## src/rtl/param_stall_pipeline.sv

```systemverilog
// param_stall_pipeline: DEPTH-stage valid/allow pipeline with per-stage stalls.
// Ports: clk, rst_n (async low), validin/datain/allowin (upstream), stall[DEPTH],
//   flush, allowout/validout/dataout (downstream), count (valid stage population).
// Optional macro PIPE_FLUSH_EN: flush drops all in-flight items at the next edge.
module param_stall_pipeline #(
    parameter int WIDTH = 32,
    parameter int DEPTH = 3
) (
    input  logic                       clk,
    input  logic                       rst_n,
    input  logic                       validin,
    input  logic [WIDTH-1:0]           datain,
    output logic                       allowin,
    input  logic [DEPTH-1:0]           stall,
    input  logic                       flush,
    input  logic                       allowout,
    output logic                       validout,
    output logic [WIDTH-1:0]           dataout,
    output logic [$clog2(DEPTH+1)-1:0] count
);

    localparam int CW = $clog2(DEPTH+1);

    logic [DEPTH-1:0] v_q, v_d;
    logic [WIDTH-1:0] d_q [DEPTH];
    logic [DEPTH:0]   allow;
    logic [DEPTH-1:0] in_v;
    logic [DEPTH-1:0] ready_go;
    logic [DEPTH-1:0] load;
    logic             flush_act;

`ifdef PIPE_FLUSH_EN
    assign flush_act = flush;
`else
    // Port kept for a uniform interface; folded away when the feature is off.
    assign flush_act = flush & 1'b0;
`endif

    assign ready_go = ~stall;

    // Allow chain resolves from the output end so backpressure reaches
    // stage 0 within the same cycle.
    always_comb begin
        allow        = '0;
        allow[DEPTH] = allowout;
        for (int i = DEPTH-1; i >= 0; i--) begin
            allow[i] = !v_q[i] || (ready_go[i] && allow[i+1]);
        end
    end

    always_comb begin
        in_v    = '0;
        in_v[0] = validin;
        for (int i = 1; i < DEPTH; i++) begin
            in_v[i] = v_q[i-1] && ready_go[i-1];
        end
    end

    always_comb begin
        v_d  = v_q;
        load = '0;
        for (int i = 0; i < DEPTH; i++) begin
            if (allow[i]) begin
                v_d[i] = in_v[i];
            end
            load[i] = in_v[i] && allow[i] && !flush_act;
        end
        if (flush_act) begin
            v_d = '0;
        end
    end

    always_ff @(posedge clk or negedge rst_n) begin
        if (!rst_n) begin
            v_q <= '0;
        end else begin
            v_q <= v_d;
        end
    end

    // Payload registers carry no reset; validity lives only in v_q.
    always_ff @(posedge clk) begin
        if (load[0]) begin
            d_q[0] <= datain;
        end
        for (int i = 1; i < DEPTH; i++) begin
            if (load[i]) begin
                d_q[i] <= d_q[i-1];
            end
        end
    end

    always_comb begin
        count = '0;
        for (int i = 0; i < DEPTH; i++) begin
            count = count + CW'(v_q[i]);
        end
    end

    assign allowin  = allow[0] && !flush_act;
    assign validout = v_q[DEPTH-1] && ready_go[DEPTH-1] && !flush_act;
    assign dataout  = d_q[DEPTH-1];

endmodule
```

## config.mk

```make
export PLATFORM = sky130hd
export DESIGN_NAME = param_stall_pipeline
export DESIGN_NICKNAME = d
export VERILOG_FILES = /design/src/rtl/param_stall_pipeline.sv
export SDC_FILE = /design/constraint.sdc
export NUM_CORES = 1
export LEC_CHECK = 0
export ABC_AREA = 1
export BUFFER_PORTS_ARGS = -buffer_cell sky130_fd_sc_hd__buf_2
export CORE_ASPECT_RATIO = 1.5
export CORE_MARGIN = 2
export CORE_UTILIZATION = 50
export DETAILED_ROUTE_END_ITERATION = 7
export GPL_ROUTABILITY_DRIVEN = 0
export PLACE_DENSITY = 0.83
export REMOVE_ABC_BUFFERS = 1
export SLEW_MARGIN = 20
export SYNTH_ARGS = -nofsm -noshare
export SYNTH_HDL_FRONTEND = slang
export SYNTH_SLANG_ARGS = --single-unit
```

## constraint.sdc

```tcl
create_clock -name clk -period 4.3 [get_ports clk]
set_clock_uncertainty 0.15 [all_clocks]
set_input_delay 0.215 -clock clk [delete_from_list [all_inputs] [get_ports clk]]
set_output_delay 0.215 -clock clk [all_outputs]
set_load 0.01 [all_outputs]
```

==> results of run 1 <==
[how the worst max path moves through the flow]
stage / endpoint / slack [ns]
finish: d_q[0][19] / 2.19
global route: d_q[0][1] / 2.09
CTS: d_q[0][19] / 2.22
detailed placement: d_q[0][13] / 2.27
global placement: d_q[0][0] / 2.34
floorplan: d_q[0][32] / 1.71
[cell type report]
type / instances / share of cell area
Sequential cell: 99 / 0.707
Multi-Input combinational cell: 14 / 0.0302
Timing Repair Buffer: 112 / 0.178
Clock inverter: 5 / 0.0242
Tap cell: 76 / 0.0227
Clock buffer: 11 / 0.0314
Inverter: 7 / 0.00628
[worst register-to-register path, cell delays in order (launching register included)]
cell     delay [ns]
dfrtp_1        0.43
nand2_2        0.13
nand2_4        0.07
nand2_4        0.07
nand2_4        0.07
a21oi_4        0.75
[cell usage in the layout (no fill, tap or decap)]
cell,n
edfxtp_1,96
buf_2,74
dlygate4sd3_1,36
clkbuf_8,9
inv_1,7
nand2_4,4
nand2_2,3
bufinv_16,3
dfrtp_1,3
nor2_2,2
o21ai_0,2
clkbuf_1,2
buf_4,2
a21oi_4,1
nor2_1,1
fa_1,1
clkinvlp_4,1
clkinv_1,1
[per-stage QoR]
| step | instance area, sq um | instances |
|---|---|---|
| CTS | 4180 | 324 |
| detailed placement | 3590 | 272 |
| global route | 4180 | 324 |
| floorplan | 3100 | 120 |
| global placement | 3590 | 272 |
| finish | 4180 | 324 |
[routing by layer]
metal  vias to the layer above  routed length, um
met2                        46               2300
met4                         0                 72
met3                         7                247
met1                       632               1690
met5                         -                  0
li1                        704                  -
[state kept, by name (all words and copies together) (netlist names)]
register,cells
d_q,96
v_q,3
[report_power, final]
| group | switching [mW] | leakage, nW | total [mW] | internal, mW |
|---|---|---|---|---|
| clock network | 0.269 | 0.111 | 0.653 | 0.385 |
| registers | 0.0221 | 0.923 | 1.17 | 1.15 |
| logic | 0.0856 | 0.549 | 0.151 | 0.0651 |
[synthesized netlist by cell type (all sizes together)]
| cell | instances | share of area |
|---|---|---|
| a21oi | 1 | 0.0026 |
| buf | 32 | 0.072 |
| dfrtp | 3 | 0.022 |
| edfxtp | 96 | 0.86 |
| fa | 1 | 0.0060 |
| inv | 7 | 0.0079 |
| nand2 | 7 | 0.019 |
| nor2 | 3 | 0.0034 |
| o21ai | 2 | 0.0030 |
[cell families (layout without fill, tap and decap cells)]
kind of cell / Yosys count / after routing / synth area share
adders and majority gates: 1 / 1 / 0.00600
buffers and inverters: 39 / 135 / 0.0798
and+or+nand+nor: 10 / 10 / 0.0225
DFF: 99 / 99 / 0.886
AOI/OAI and AO/OA: 3 / 3 / 0.00562
[repair_timing]
| action | 4_1_cts | 5_1_grt |
|---|---|---|
| hold buffers | 36 | 0 |
| endpoints found under the setup margin | 0 | 0 |
| hold endpoints to repair | 38 | 0 |
==> summary.md, run 1 <==
| Metric | Value |
|---|---|
| Run status | completed |
| Highest Clock Rate | 473 MHz |
| Worst Max-Slew Pin Slew | roughly 0.95 ns |
| Fin. Hold Viols | 0 |
| Leakage power | 1.58 nW |
| Initial DRC Count | 23 |
| Post-CTS sizing | 0 |
| Reg2Reg Depth | 5 |
| Std cell rows | 36 |
| Buf/Inv on CP | 3 |
| Worst path most repeated cell | nand2_4 |
| First-pass GRT wire length | about 6.8 mm |
| Residual DRC | 0 |
| Met3 Use GR | 0.0484 |
| Max-Cap Viols | 0 |
| Critical-path top delay cell | a21oi_4 |
| Critical path origin | stall[1] |
| Final Power | 1.98 mW |
| Die width | just over 70 um |
| Smallest hold slack | 0.0525 ns |
| Setup Fix Bufs, Post-CTS | 0 |
| Arrival time worst endpoint | 1.93 ns |
| Fin. max-slew vios | 0 |
| Unrepaired setup endpoints after global routing | no |
| TNS Setup | 0 ns |
| CTS Buffer Depth | 2 |
| CP endpoint kind | register |
| CTS tree | done |
| Worst slew margin | 0.366 |
| Worst setup margin | between 2 and 2.5 ns |
| Clk_lat worst skew | 0.34 ns |
| Final setup fails | 0 |
| Sequential-to-total area share from yosys stat | 0.886 |
| # fillers | ~440 |
| Worst-path clk slew | 0.08 ns |
| Crit path depth | 7 |
| Crit Reg-Reg Endpoint | d_q[0][19] |
| Root buffer cell | clkbuf_8 |
| Finished Core Util | 0.645 |
| H-tree depth | 3 |
| Antenna Nets Post-Route | 0 |
| Drt first pass iters | 3 |
| Maximum vdd drop | 0.453 mV |
| Cell variety after synth | 10 |
| CP startpoint kind | input port |
| Vias in the first global route | 1,464 |
| Vias per inst | 4.29 |
| Vias | 1,389 |
| Met2 Use GR | 0.207 |
| PD cells | 473 nW/um^2 |
| Layout area overhead | 25.3% |
| CP Data Required Time | 4.12 ns |
| Core box area | 6490 sq um |
| Number of CTS-inserted buffers | 9 |
| Remaining Overflow, GRT | 0 |
| Post-synthesis cell count | 152 |
| Worst reg2reg setup slack | 2.26 ns |
| Multi-input logic area | 126 sq um |
| Share of layout cells above drive strength 1 | 0.399 |
| R2R Path Start | v_q[2] |
| GRT Util Overall | 0.126 |
| Yosys warns | 0 |
| Mapped Area | 3340 sq um |
| CTS Sinks | 99 |
| Diode count | 0 |
| Number of synthesized register bits | ~100 |
| Top Usage Layer GRT | met2 |
| Family with the most delay on the worst path | buffers and inverters |
| Initial core utilization | 0.515 |
| Pre-CTS WS | 2.27 ns |
| Worst path max stage delay | 0.75 ns |
| Mean routed wirelength per cell | 13.3 um |
| Crit Path Class | input port to register |
| Reg area | 2960 sq um |
| NumNets Final | between 200 and 300 |
| Post-DP HPWL | 2.75 mm |
| Hold WC Path Type | input port to asynchronous set/reset pin |
| Critical path fanouts, max | 32 |
| Die outline area | 7360 sq um |
| Largest net degree at the start of global routing | 33 |
| Initial antenna violation count | 0 |
| Post-route minimum period | 2.11 ns |
| CP cell instances | dlygate4sd3_1, buf_2, inv_1, nand2_4, nand2_4, nand2_4, a21oi_4 |
| PortBufs | 74 |
| Die Ht | 104 um |
| Period utilization | 0.491 |
| Drt total wl | 4.31 mm |
| GRT met1 Usage | 0.141 |
| Syn avg cell area | about 22 sq um |
| IO Pins | 76 |
Power figures use the tool's default switching activity.
==> run 2, diff against run 1 <==
--- a/config.mk
+++ b/config.mk
@@ -9,10 +9,10 @@
 export BUFFER_PORTS_ARGS = -buffer_cell sky130_fd_sc_hd__buf_2
 export CORE_ASPECT_RATIO = 1.5
 export CORE_MARGIN = 2
-export CORE_UTILIZATION = 50
+export CORE_UTILIZATION = 47
 export DETAILED_ROUTE_END_ITERATION = 7
 export GPL_ROUTABILITY_DRIVEN = 0
-export PLACE_DENSITY = 0.83
+export PLACE_DENSITY = 0.82
 export REMOVE_ABC_BUFFERS = 1
 export SLEW_MARGIN = 20
 export SYNTH_ARGS = -nofsm -noshare
==> constraint.sdc (replaced) <==
create_clock -name clk -period 1.75 [get_ports clk]
set_clock_uncertainty 0.15 [all_clocks]
set_input_delay 0.0875 -clock clk [delete_from_list [all_inputs] [get_ports clk]]
set_output_delay 0.0875 -clock clk [all_outputs]
set_load 0.01 [all_outputs]
==> summary.md, run 2 (same netlist as run 1, synthesis figures left out) <==
| Metric | Value |
|---|---|
| Clk_lat worst skew | 0.34 ns (about the same) |
| TNS Setup | 0 ns (unchanged) |
| Initial core utilization | 0.487 (-0.0274) |
| Finished Core Util | 0.613 (-0.0322) |
| Biggest regs | d_q x96, v_q x3 |
| Die outline area | 7810 sq um (+6.1%) |
| Largest net degree at the start of global routing | 33 (unchanged) |
| Final Power | 4.46 mW (+130%) |
| Highest Clock Rate | 594 MHz |
| Fin. max-slew vios | 0 (unchanged) |
| CP startpoint kind | register |
| Drt first pass iters | 4 (+1) |
| Number of CTS-inserted buffers | 9 (unchanged) |
| Routed wl met2 | 2.24 mm (-2.4%) |
| Hold EP | v_q[0] |
| Seq pwr share | 0.646 (+0.053) |
| Core box area | 6850 sq um (+5.6%) |
| CTS tree | done |
| Residual DRC | 0 (unchanged) |
| Run status | completed |
| Vias | 1,427 (+2.7%) |
| Diode count | 0 (unchanged) |
| NumNets Final | 290 (+2.1%) |
| Reg area | 2960 sq um (about the same) |
| Top routing layer used | met4 |
| First-pass GRT wire length | 6.62 mm (-2.6%) |
| Worst slew margin | 0.874 (+0.508) |
| Layout area overhead | 25.8% |
| CTS Sinks | 99 (unchanged) |
| Worst reg2reg setup slack | 0.20 ns (-2.06 ns) |
| M1 WL | 1.62 mm (-4.6%) |
| Leakage power | 1.58 nW (-0.29%) |
| Hold path cells | 8 |
| Remaining Overflow, GRT | 0 (unchanged) |
| Hold_sp | allowout |
| Unrepaired setup endpoints after global routing | no |
| Worst-path clk slew | 0.08 ns (about the same) |
| Largest register FFs | 96 (unchanged) |
| Drt total wl | 4.31 mm (about the same) |
| Met3 WL post-DR | 319 um (+29%) |
| Post-route minimum period | 1.68 ns |
| Pre-CTS WS | 0.226 ns (-2.05 ns) |
| Commonest non-fill, non-tap cell in the layout | edfxtp_1 |
| Vias in the first global route | 1,391 (-5.0%) |
| Switching share of total power | 0.206 (+0.0159) |
| Final setup fails | 0 (unchanged) |
| Antenna Nets Post-Route | 0 (unchanged) |
| Internal power | 3.54 mW (+120%) |
| Worst Max-Slew Pin Slew | 0.187 ns (-0.761 ns) |
| Commonest non-fill, non-tap cells in the layout | edfxtp_1, buf_2, dlygate4sd3_1 |
| Worst setup margin | 0.0667 ns (-2.12 ns) |
| Max-Cap Viols | 0 (unchanged) |
| Top reg by flops | d_q |
| Die Ht | 107 um (+3.0%) |
| Period utilization | 0.962 |
| Std cell rows | 37 (+2.8%) |
| H-tree depth | 3 (unchanged) |
| Finished Layout Cells | 332 (+2.5%) |
| Die width | 72.8 um (+3.0%) |
| IO Pins | 76 (unchanged) |
| Logic pwr share | 0.093 (+0.017) |
| Crit Reg-Reg Endpoint | v_q[1] |
| Fin. Hold Viols | 0 (unchanged) |
| Multi-input logic area | 126 sq um (unchanged) |
| CP endpoint kind | primary output |
| Arrival time worst endpoint | 1.45 ns (-0.48 ns) |
| Crit Path Class | register to primary output |
| Root buffer cell | clkbuf_8 |
| Maximum vdd drop | 0.645 mV (+42%) |
| # fillers | 506 (+14%) |
| R2R Path Start | v_q[2] |
| Share of layout cells above drive strength 1 | 0.394 (-0.00549) |
| CTS Buffer Depth | 2 (unchanged) |
| Vias per inst | 4.30 (+0.26%) |
| Reg2Reg Depth | 5 (unchanged) |
| PortBufs | 74 (unchanged) |
| Power share of the clock group | 0.261 (-0.069) |
| GRT Util Overall | 0.121 (-0.00554) |
| PD cells | 1060 nW/um^2 (+120%) |
| Mean routed wirelength per cell | 13.0 um (-2.4%) |
| Initial antenna violation count | 0 (unchanged) |
| Net Sw Power | 0.919 mW (+140%) |
| Critical path fanouts, max | 4 (-88%) |
| CP Data Required Time | 1.51 ns (-2.61 ns) |
| Hold WC Path Type | input port to register |
| Placed Cells | 275 (+1.1%) |
| Initial DRC Count | 50 (+120%) |
==> run 2: timing repair <==
| action | in CTS | in global routing |
|---|---|---|
| gates resized for setup | 1 | 0 |
| hold endpoints to repair | 38 | 0 |
| buffers inserted | 0 | 2 |
| gates cloned | 0 | 0 |
| hold buffers | 39 | 0 |
| setup endpoints to repair | 1 | 1 |
==> run 2: metal layers <==
layer	up-vias	GRT usage
met4	0	0.0780
met2	53	0.195
met1	652	0.128
li1	715	-
met3	7	0.0479
met5	-	0
==> run 2: worst max-delay path by stage <==
stage           start    endpoint  slack (ns)  cells after the start
2_1_floorplan  v_q[2]  d_q[0][32]       -0.84                      5
3_3_place_gp   v_q[2]  d_q[0][11]        0.26                      6
3_5_place_dp   v_q[2]  d_q[0][30]        0.23                      6
4_1_cts        v_q[0]    count[0]       0.007                      2
5_1_grt        v_q[0]    count[0]        0.02                      2
6_report       v_q[0]    count[0]        0.07                      2
==> run 2: critical path, stage by stage (launching register included) <==
cell	delay (ns)
dfrtp_2	0.44
fa_1	0.54
buf_2	0.13
==> run 2: final cells by class <==
cell class	instances	share of cell area
clock buffers	13	0.0331
clock inverters	3	0.00358
inverters	7	0.00626
multi-input cells	14	0.0301
flip-flops and latches	99	0.705
well taps	78	0.0232
repair buffers	118	0.199
==> run 2: power by group through the flow <==
| stage | registers [mW] | clock network, mW | logic, mW |
|---|---|---|---|
| final | 2.88 | 1.16 | 0.415 |
| after global routing | 2.90 | 1.28 | 0.455 |
| after CTS | 2.89 | 1.19 | 0.407 |
| after floorplan | 2.96 | 0 | 0.130 |
| after global placement | 2.93 | 0 | 0.327 |
| after detailed placement | 2.94 | 0 | 0.332 |
==> run 2: metrics by stage <==
step                      hold slack (ns)  area [sq um]
after global routing                0.148          4200
after global placement             -0.265          3640
after detailed placement           -0.257          3640
after CTS                           0.102          4180
final                               0.129          4200
after floorplan                    -0.358          3100
==> run 3, diff against run 2 <==
--- a/config.mk
+++ b/config.mk
@@ -14,7 +14,6 @@
 export GPL_ROUTABILITY_DRIVEN = 0
 export PLACE_DENSITY = 0.82
 export REMOVE_ABC_BUFFERS = 1
-export SLEW_MARGIN = 20
 export SYNTH_ARGS = -nofsm -noshare
 export SYNTH_HDL_FRONTEND = slang
 export SYNTH_SLANG_ARGS = --single-unit
==> constraint.sdc (replaced) <==
create_clock -name clk -period 1.75 [get_ports clk]
set_clock_uncertainty 0.15 [all_clocks]
set_input_delay 0.0875 -clock clk [delete_from_list [all_inputs] [get_ports clk]]
set_output_delay 0.0875 -clock clk [all_outputs]
set_load 0.05 [all_outputs]
==> summary.md, run 3 (same netlist as run 1, synthesis figures left out) <==
| Metric | Value |
|---|---|
| Placed cell areas | 3640 sq um (unchanged) |
| CP Data Required Time | 1.51 ns (about the same) |
| Critical path fanouts, max | 2 (-2) |
| Hold_sp | allowout |
| Worst Max-Slew Pin Slew | 0.262 ns (+0.0747 ns) |
| Reg2Reg Depth | 6 (+1) |
| GRT Util Overall | 0.123 (+0.00285) |
| PortBufs | 74 (unchanged) |
| Die width | 72.8 um (unchanged) |
| R2R Path Start | v_q[2] |
| Worst-path clk slew | 0.08 ns (about the same) |
| Post-route minimum period | 1.73 ns (+0.0491 ns) |
| CTS tree | done |
| Die outline area | 7810 sq um (unchanged) |
| Largest net degree at the start of global routing | 33 (unchanged) |
| Largest register FFs | 96 (unchanged) |
| Arrival time worst endpoint | 1.49 ns (+0.04 ns) |
| Crit Path Class | register to primary output |
| Highest Clock Rate | 577 MHz (-2.8%) |
| Drt first pass iters | 4 (unchanged) |
| Vias | 1,424 (-0.21%) |
| H-tree depth | 3 (unchanged) |
| Diode count | 0 (unchanged) |
| Antenna Nets Post-Route | 0 (unchanged) |
| Drt total wl | 4.39 mm (+1.8%) |
| Mean routed wirelength per cell | 13.3 um (+2.4%) |
| Biggest regs | d_q x96, v_q x3 |
| CP endpoint kind | primary output |
| Smallest hold slack | 0.0659 ns (-0.0626 ns) |
| CP startpoint kind | register |
| Hold EP | v_q[1] |
| First-pass GRT wire length | 6.83 mm (+3.1%) |
| Fin. Hold Viols | 0 (unchanged) |
| Hold WC Path Type | input port to register |
| Vias per inst | 4.32 (+0.39%) |
| Final setup fails | 0 (unchanged) |
| CTS Sinks | 99 (unchanged) |
| Initial DRC Count | 25 (-50%) |
| Max-Cap Viols | 0 (unchanged) |
| Vias in the first global route | 1,480 (+6.4%) |
| Core box area | 6850 sq um (unchanged) |
| Root buffer cell | clkbuf_8 |
| Maximum vdd drop | 0.768 mV (+19%) |
| Residual DRC | 0 (unchanged) |
| Remaining Overflow, GRT | 0 (unchanged) |
| Std cell rows | 37 (unchanged) |
| Fin. max-slew vios | 0 (unchanged) |
| Layout area overhead | 26.3% |
| Share of layout cells above drive strength 1 | 0.409 (+0.0150) |
| Leakage power | 1.59 nW (+0.99%) |
| Commonest non-fill, non-tap cells in the layout | edfxtp_1, buf_2, dlygate4sd3_1 |
| Hold path cells | 6 (-2) |
| Post-DP HPWL | 2.87 mm |
| NumNets Final | 288 (-0.69%) |
| CTS Buffer Depth | 2 (unchanged) |
| Number of CTS-inserted buffers | 9 (unchanged) |
| Clk_lat worst skew | 0.33 ns (about the same) |
| Unrepaired setup endpoints after global routing | yes |
| Initial antenna violation count | 0 (unchanged) |
| Top reg by flops | d_q |
| Run status | completed |
| IO Pins | 76 (unchanged) |
| PD cells | 1150 nW/um^2 (+8.0%) |
| Final instance area | 4220 sq um (+0.45%) |
| Worst slew margin | 0.827 (-0.0473) |
| Initial core utilization | 0.487 (unchanged) |
| Commonest non-fill, non-tap cell in the layout | edfxtp_1 |
| Worst reg2reg setup slack | 0.23 ns (+0.03 ns) |
| Die Ht | 107 um (unchanged) |
| Crit Reg-Reg Endpoint | d_q[0][21] |
| Period utilization | 0.990 (+0.0281) |
## run 3: cell types whose count changed in the layout (fill, tap and decap cells not counted), sizes merged
cell | previous run | this run
clkinv | 2 | 4
clkbuf | 13 | 10
buf | 79 | 78
bufinv | 0 | 1
dlygate4sd3 | 39 | 38
## run 3: final cells by class
| type | instances | area, sq um |
|---|---|---|
| Inverter | 7 | 26.3 |
| Timing Repair Buffer | 116 | 825 |
| Clock inverter | 6 | 56.3 |
| Tap cell | 78 | 97.6 |
| Sequential cell | 99 | 2960 |
| Multi-Input combinational cell | 14 | 126 |
| Fill cell | 503 | 2630 |
| Clock buffer | 10 | 128 |
## run 3: repair_timing
item / CTS / global route
resized for setup: 3 / 0
endpoints found under the hold margin: 38 / 0
setup buffers: 1 / 0
setup endpoints to repair: 1 / 1
hold buffers: 38 / 0
## run 3: worst max-delay path by stage
stage,start,slack (ns),endpoint
floorplan,v_q[2],-0.84,d_q[0][32]
global placement,v_q[0],0.23,count[0]
detailed placement,v_q[0],0.22,count[0]
CTS,v_q[0],0.003,count[0]
global route,v_q[0],-0.02,count[0]
finish,v_q[0],0.02,count[0]
## run 3: per-layer routing
| layer | global-route usage | part of all wire |
|---|---|---|
| met5 | 0 | 0 |
| met3 | 0.0376 | 0.063 |
| met4 | 0.0714 | 0.021 |
| met1 | 0.133 | 0.38 |
| met2 | 0.210 | 0.53 |
## run 3: report_power, final
| part | total (mW) | internal, mW | leakage, nW | switching (mW) |
|---|---|---|---|---|
| Sequential | 2.88 | 2.83 | 0.922 | 0.0513 |
| Combinational | 0.646 | 0.207 | 0.578 | 0.440 |
| Clock | 1.31 | 0.649 | 0.0935 | 0.663 |
| Total | 4.84 | 3.68 | 1.59 | 1.15 |
## run 3: stage by stage
step | power (mW) | util | instances | setup TNS [ns] | setup WS, ns
2_1_floorplan | 3.32 | - | 120 | -64.03 | -0.843
3_3_place_gp | 3.47 | 0.531 | 275 | 0 | 0.234
3_5_place_dp | 3.49 | 0.531 | 275 | 0 | 0.224
4_1_cts | 4.88 | 0.616 | 330 | 0 | 0.00250
5_1_grt | 5.01 | 0.616 | 330 | -0.0194 | -0.0194
6_report | 4.84 | 0.616 | 330 | 0 | 0.0176
## run 3: critical path: stages (launching register included)
cell and delay (ns):
dfrtp_2 0.44, fa_1 0.56, buf_6 0.16
